--- src/rtl/ex_div.sv ---
// rtl/ex_div.sv - multi-cycle radix-2 restoring divider for the execute stage
//
// Purpose:
//   Divides opdata1_i by opdata2_i (signed DIV or unsigned DIVU), one quotient
//   bit per clock, MSB first. The result is {remainder, quotient}, written by
//   the execute stage into HI/LO. A division takes DATA_W+1 clocks after the
//   start edge. A zero divisor takes one clock and gives an all-zero result.
//
// Ports:
//   clk          clock, all state updates on the rising edge
//   rst          synchronous active-high reset
//   signed_div_i 1 = signed divide, 0 = unsigned; sampled with start_i
//   opdata1_i    dividend, sampled only when leaving IDLE
//   opdata2_i    divisor, sampled only when leaving IDLE
//   start_i      request, held high until the result has been consumed
//   annul_i      cancels an in-flight division (flush / exception)
//   result_o     {remainder, quotient}; zero unless ready_o is high
//   ready_o      result valid

module ex_div #(
  parameter int DATA_W = 32
) (
  input  logic                  clk,
  input  logic                  rst,
  input  logic                  signed_div_i,
  input  logic [DATA_W-1:0]     opdata1_i,
  input  logic [DATA_W-1:0]     opdata2_i,
  input  logic                  start_i,
  input  logic                  annul_i,
  output logic [2*DATA_W-1:0]   result_o,
  output logic                  ready_o
);

  localparam int CNT_W = $clog2(DATA_W + 1);
  localparam logic [CNT_W-1:0] CNT_LAST = CNT_W'(DATA_W);
  localparam logic [CNT_W-1:0] CNT_ONE  = CNT_W'(1);

  typedef enum logic [1:0] {
    S_IDLE,
    S_BYZERO,
    S_ON,
    S_END
  } state_t;

  state_t              state, state_n;
  logic [CNT_W-1:0]    cnt, cnt_n;
  // The quotient register starts out holding |dividend|; each step shifts its
  // MSB into the partial remainder and a new quotient bit into its LSB.
  logic [DATA_W-1:0]   rem, rem_n;
  logic [DATA_W-1:0]   quo, quo_n;
  logic [DATA_W-1:0]   div_abs, div_abs_n;
  logic                sgn, sgn_n;
  logic                neg1, neg1_n;
  logic                neg2, neg2_n;
  logic [2*DATA_W-1:0] result_n;
  logic                ready_n;

  logic [DATA_W-1:0]   op1_abs, op2_abs;
  logic [DATA_W:0]     shifted, trial;
  logic [DATA_W-1:0]   quo_fix, rem_fix;

  // Magnitudes: two's-complement negate only for a signed divide of a
  // negative operand. 0x80000000 maps to itself, which is the correct
  // unsigned magnitude 2^31.
  assign op1_abs = (signed_div_i && opdata1_i[DATA_W-1]) ? -opdata1_i : opdata1_i;
  assign op2_abs = (signed_div_i && opdata2_i[DATA_W-1]) ? -opdata2_i : opdata2_i;

  // The partial remainder is always below |divisor|, so after the shift it
  // fits in DATA_W+1 bits and the trial difference's MSB is its sign.
  assign shifted = {rem, quo[DATA_W-1]};
  assign trial   = shifted - {1'b0, div_abs};

  // Quotient is negative when the operand signs differ; the remainder takes
  // the sign of the dividend. Wrap-around (MIN / -1) falls out naturally.
  assign quo_fix = (sgn && (neg1 ^ neg2)) ? -quo : quo;
  assign rem_fix = (sgn && neg1) ? -rem : rem;

  always_ff @(posedge clk) begin
    if (rst) begin
      state    <= S_IDLE;
      cnt      <= '0;
      rem      <= '0;
      quo      <= '0;
      div_abs  <= '0;
      sgn      <= 1'b0;
      neg1     <= 1'b0;
      neg2     <= 1'b0;
      result_o <= '0;
      ready_o  <= 1'b0;
    end else begin
      state    <= state_n;
      cnt      <= cnt_n;
      rem      <= rem_n;
      quo      <= quo_n;
      div_abs  <= div_abs_n;
      sgn      <= sgn_n;
      neg1     <= neg1_n;
      neg2     <= neg2_n;
      result_o <= result_n;
      ready_o  <= ready_n;
    end
  end

  always_comb begin
    state_n   = state;
    cnt_n     = cnt;
    rem_n     = rem;
    quo_n     = quo;
    div_abs_n = div_abs;
    sgn_n     = sgn;
    neg1_n    = neg1;
    neg2_n    = neg2;
    result_n  = result_o;
    ready_n   = ready_o;

    case (state)
      S_IDLE: begin
        result_n = '0;
        ready_n  = 1'b0;
        if (start_i && !annul_i) begin
          if (opdata2_i == '0) begin
            state_n = S_BYZERO;
          end else begin
            state_n   = S_ON;
            sgn_n     = signed_div_i;
            neg1_n    = opdata1_i[DATA_W-1];
            neg2_n    = opdata2_i[DATA_W-1];
            quo_n     = op1_abs;
            div_abs_n = op2_abs;
            rem_n     = '0;
            cnt_n     = '0;
          end
        end
      end

      S_BYZERO: begin
        if (annul_i) begin
          state_n = S_IDLE;
        end else begin
          state_n  = S_END;
          result_n = '0;
          ready_n  = 1'b1;
        end
      end

      S_ON: begin
        if (annul_i) begin
          state_n  = S_IDLE;
          ready_n  = 1'b0;
          result_n = '0;
        end else if (cnt != CNT_LAST) begin
          if (trial[DATA_W]) begin
            rem_n = shifted[DATA_W-1:0];
            quo_n = {quo[DATA_W-2:0], 1'b0};
          end else begin
            rem_n = trial[DATA_W-1:0];
            quo_n = {quo[DATA_W-2:0], 1'b1};
          end
          cnt_n = cnt + CNT_ONE;
        end else begin
          state_n  = S_END;
          result_n = {rem_fix, quo_fix};
          ready_n  = 1'b1;
        end
      end

      S_END: begin
        if (!start_i) begin
          state_n  = S_IDLE;
          ready_n  = 1'b0;
          result_n = '0;
        end
      end

      default: begin
        state_n  = S_IDLE;
        ready_n  = 1'b0;
        result_n = '0;
      end
    endcase
  end

endmodule

--- config.mk ---
export PLATFORM = sky130hd
export DESIGN_NAME = ex_div
export DESIGN_NICKNAME = d
export VERILOG_FILES = /design/src/rtl/ex_div.sv
export SDC_FILE = /design/constraint.sdc
export NUM_CORES = 1
export LEC_CHECK = 0
export ABC_AREA = 1
export ABC_CLOCK_PERIOD_IN_PS = 5350
export CAP_MARGIN = 10
export CORE_ASPECT_RATIO = 0.6
export CORE_MARGIN = 1
export CORE_UTILIZATION = 55
export CTS_CLUSTER_DIAMETER = 80
export DETAILED_ROUTE_END_ITERATION = 16
export PLACE_DENSITY = 0.78
export SLEW_MARGIN = 10
export SYNTH_ARGS = -nofsm -noshare
export SYNTH_HDL_FRONTEND = slang
export SYNTH_SLANG_ARGS = --single-unit
--- constraint.sdc ---
create_clock -name clk -period 5.35 [get_ports clk]
set_input_delay 0.8025 -clock clk [delete_from_list [all_inputs] [get_ports clk]]
set_output_delay 0.8025 -clock clk [all_outputs]
set_load 0.03 [all_outputs]
---- After elaboration in Yosys (flattened, before gate mapping) ----
Index checks and enable logic that the tools add are counted.
storage, ports and cells
  logic and storage cells ................. 80
  input port bits ......................... 69
  output and inout port bits .............. 65
  flip-flop bits (word level) ............. 172
cells by class
  muxes and demuxes ....................... 38
  equal/unequal tests ..................... 11
  bitwise logic cells ..................... 2
  reductions and logical operators ........ 13
  add/subtract/negate cells ............... 6
operator list
  kind                   count
  $mux W32               13
  $mux W64               4
  $pmux W64 S4           1
  $neg A32 Y32           4
  $pmux W32 S2           2
  $sub A33 B32 Y33       1
  $logic_not A32 Y1      1
  $mux W6                4
  $mux W2                6
  $ne A2 B2 Y1 const B   6
  $pmux W6 S2            1
  $reduce_and A3 Y1      3
  $pmux W2 S4            1
  $add A6 B1 Y6 const B  1
  $ne A6 B6 Y1 const B   1
  $logic_and A1 B1 Y1    5
  $mux W1                5
  $reduce_and A5 Y1      1
  $eq A2 B2 Y1 const B   2
  $pmux W1 S4            1
  $ne A3 B3 Y1 const B   1
  $eq A2 B1 Y1 const B   1
  $logic_not A2 Y1       1
  $reduce_bool A2 Y1     1
  other kinds (3)        3

---- Longest topological paths before layout ----
  depth in word-level cells ............... 6
  gate-level depth with buffers ........... 18
  mapped depth without buffers ............ 17

---- Worst setup path before layout ----
OpenSTA, ideal clock, no wires.
  path type ............................... register -> register
  from .................................... register quo[31]
  to ...................................... register rem[6]
  required time ........................... 5.222 ns
  setup slack ............................. 3.115 ns
  stages on the path, launching flop included .. 19
  arrival ................................. 2.107 ns
  cell sequence ........................... dfxtp_1 -> inv_1 -> ha_1 -> fa_1 -> inv_1 -> nand2_1 -> nand2_1 -> nand3_1 -> nand2_2 -> nand2_2 -> nand2_4 -> nand2_4 -> nand2_4 -> nand2_4 -> nand2_4 -> buf_6 -> nand2_1 -> nand3_1 -> a21oi_1
on the way
  cells in the longest elaborated chain, start to end .. 5
ends and longest elaborated chain
  what                      line  source
  start: declaration        50    logic [DATA_W-1:0] quo, quo_n;
  start signal: assignment  94    quo <= quo_n;
  $sub A33 B32 Y33          71    assign trial = shifted - {1'b0, div_abs};
  $mux W32                  152   if (trial[DATA_W]) begin
  $mux W32                  151   end else if (cnt != CNT_LAST) begin
  $mux W32                  147   if (annul_i) begin
  $pmux W32 S2              116   case (state)
  end signal: assignment    93    rem <= rem_n;
  end: declaration          49    logic [DATA_W-1:0] rem, rem_n;
No other way between the ends. The select of a mux whose other input is x is not followed.
A chain may end at the register's enable or synchronous reset.

---- Final worst setup path ----
  from .................................... register state[0]
  to ...................................... register result_o[16]
on the way
  cells in the longest elaborated chain, start to end .. 3
ends and longest elaborated chain
  what                                                           line  source
  start: declaration                                             45    state_t state, state_n;
  start signal: assignment                                       91    state <= state_n;
  $eq A2 B2 Y1 / $eq A2 B1 Y1 (equally long branches)            116
  $ne A3 B3 Y1 (no line) / $ne A2 B2 Y1 (equally long branches)  --
  $reduce_and A3 Y1 (no line)                                    --
  end signal: assignment                                         99    result_o <= result_n;
  end: declaration                                               30    output logic [2*DATA_W-1:0] result_o,
Parallel ways exist; a longest one is shown, timed or not.

==> run metrics <==
CP arrival=3.54 ns; status=complete, no violations; chip width=201.6 um; Clk pin slew, worst setup/hold paths=0.07 ns; Total GRT Usage=0.3600; largest net degree at the start of global routing=78; final worst path period share=0.5930; fin nets=2413; Post-DP HPWL=34910 um; Tmin final=3.172 ns; Syn Area/Cell=5.931 sq um; TritonCTS buffer count=17; grt total ovfl=0; DR vias/cell=5.660; Skew-Pair Late Insertion Delay=0.45 ns; iteration-0 DRC count of the detailed router=1849; vias in the first global route=12680; CP required=5.71 ns; Synth area leaders=dfxtp_1 26%, nand2_1 19%, inv_1 8.5%; RSZ-0062 raised after global routing=no; I/O Buffers=133; met2 Use GR=0.4804; type of the most critical hold path=reg -> reg; Top FF cell, synth=dfxtp_1; FF+latch count, synth=172; # DRC=0; die height=121.8 um; Post-CTS Hold Buffers=0; H-Tree Depth=4; GR met1 Demand/Resource=0.5746; Worst path max stage delay=0.64 ns; sequential element share of the synthesized area=0.2618; FFs w/ async S/R, synth=0; worst path cell trace=inv_1 > ha_1 > buf_4 > inv_1 > buf_4 > nor2_1 > nand2_1 > buf_4 > inv_2 > o21ai_0 > a21o_1 > a21oi_1; Slew @ Worst Pin=1.075 ns; Yosys cell types=49; std cell rows=43; clock root cell=clkbuf_16; GPL Wtd Cong=0.9894; Pwr Total=5.327 mW; Mapped Cells=2217; post-CTS setup buffer count=0; final setup violation count=0; initial antenna violation count=0; CP max FO=42; max_slew headroom=0.2836; Hold Fails Final Rpt=0; GR Layer Usage met3=0.08507; antenna viol nets, final=0; power per standard cell area=352.9 nW/um^2; die footprint=24550 sq um; Max-cap violations=0; critical path startpoint category=flip-flop; Worst Skew=0.01605 ns; TritonRoute pass-1 iters=6; top cell type's share of synthesized area=0.2618; layout cells sized above 1=0.04194; Setup crit end kind=flip-flop; Antenna Cells=0; drt total wl=44150 um; vias post-DR=14880; TritonCTS clock tree=done; final slew viol count=0; P_leak=7.053 nW; CTS resizes=0; count of clock tree sinks=172; Mapped Nets=2330; WS Path Type=reg -> reg; Critical Path Most Common Cell=buf_4; Synth area leader=dfxtp_1; setup TNS=0 ns; synth warn=0; Cell Area, Synth=13150 sq um; Area Overhead vs Synth=14.80%; first-pass GRT wire length=68540 um; VDD IR-drop max=305.3 uV; initial cell density of the core=0.5645; Boundary Pins=134; Critical-path top delay cell=inv_2; fmax=315.2 MHz; gr busiest metal=met1; Wirelength per Cell=16.80 um; clock buffer depth=2; number of synthesized flops with an enable pin=0; core box area=23300 sq um
[cell usage in the layout (no fill, tap or decap), drive strengths merged, types with 12 or more instances in the layout]
cell type        n
xor2            47
inv            310
nor3            28
dfxtp          172
a21oi          221
o21ai          124
nand3b          12
xnor2           14
clkdlybuf4s50  132
nand3          219
nor2           189
nand2          686
nand4           36
clkbuf          19
ha              43
[stage by stage]
step | instances | worst slack, ns | hold WS, ns | cell area (sq um) | utilization
6_report | 2628 | 2.178 | 0.4616 | 15100 | 0.6480
5_1_grt | 2628 | 1.891 | 0.4844 | 15100 | 0.6480
4_1_cts | 2628 | 2.281 | 0.4653 | 15100 | 0.6480
3_5_place_dp | 2596 | 1.817 | 0.4576 | 14520 | 0.6234
3_3_place_gp | 2596 | 1.889 | 0.4515 | 14520 | 0.6234
2_1_floorplan | 2217 | 3.115 | 0.4302 | 13150 | -
[logic make-up (layout without fill, tap and decap cells)]
kind of cell / after synthesis / count (layout) / share of synthesized area
AOI/OAI and AO/OA: 364 / 364 / 0.1446
xor gates and xnor gates: 61 / 61 / 0.04063
adders and majority gates: 44 / 44 / 0.04244
buffers and inverters: 385 / 481 / 0.1200
DFF: 172 / 172 / 0.2618
and+or+nand+nor: 1191 / 1191 / 0.3905
[area by class of cell]
type / count / area [sq um]
tap: 315 / 394.1
clock buffer: 19 / 442.9
clock inverter: 13 / 130.1
multi-input combinational: 1660 / 8133
sequential: 172 / 3443
timing repair buffer: 143 / 1404
fill: 2334 / 8200
inverter: 306 / 1149
[where the power goes]
part	switching [mW]	leakage [nW]	total (mW)	internal (mW)
Clock	0.563	0.273	1.23	0.663
Sequential	0.179	1.40	1.62	1.44
Combinational	1.78	5.38	2.48	0.698
Total	2.52	7.05	5.33	2.80
[final timing paths]
check | endpoint | slack, ns | cells after the start | startpoint
setup / recovery | result_o[16] | 2.18 | 12 | state[0]
hold / removal | result_o[4] | 0.46 | 2 | result_o[4]
setup reg to reg | result_o[16] | 2.18 | 12 | state[0]
hold reg to reg | result_o[4] | 0.46 | 2 | result_o[4]
[Yosys cell counts (4+ instances only)]
library cell	n
a21oi_1	216
nor3_1	26
inv_2	7
nand4_1	36
xor2_1	47
ha_1	43
xnor2_1	14
nor2_1	181
o21bai_1	4
buf_2	20
nand3_2	4
o21ai_0	118
nand3_1	214
and2_1	6
nand2_4	6
o211ai_1	4
a21oi_2	4
o21ai_1	4
nand2_2	11
dfxtp_1	172
inv_1	298
clkbuf_1	40
or2_2	5
nand2_1	667
nor2_2	8
buf_4	9
nand3b_1	12
buf_6	7
[metal layers]
metal  share of wire  up-vias
li1                -     7266
met1            0.49     6801
met2            0.38      773
met3            0.12       35
met4          0.0077        0
met5               0        -
[registers in the layout, indices dropped and copies added, names as in the netlist]
name	cells
sgn	1
state	2
ready_o	1
rem	32
neg1	1
result_o	64
div_abs	32
cnt	6
neg2	1
quo	32
[critical path: cells and delay by family, from the launching register on]
family	cells	cell delay [ns]
adder cells (fa/ha/maj)	1	0.17
buffers and inverters	6	1.71
flip-flops	1	0.33
AND/OR/NAND/NOR	2	0.31
AO/OA/AOI/OAI	3	0.54
(Power assumes the default switching activity.)
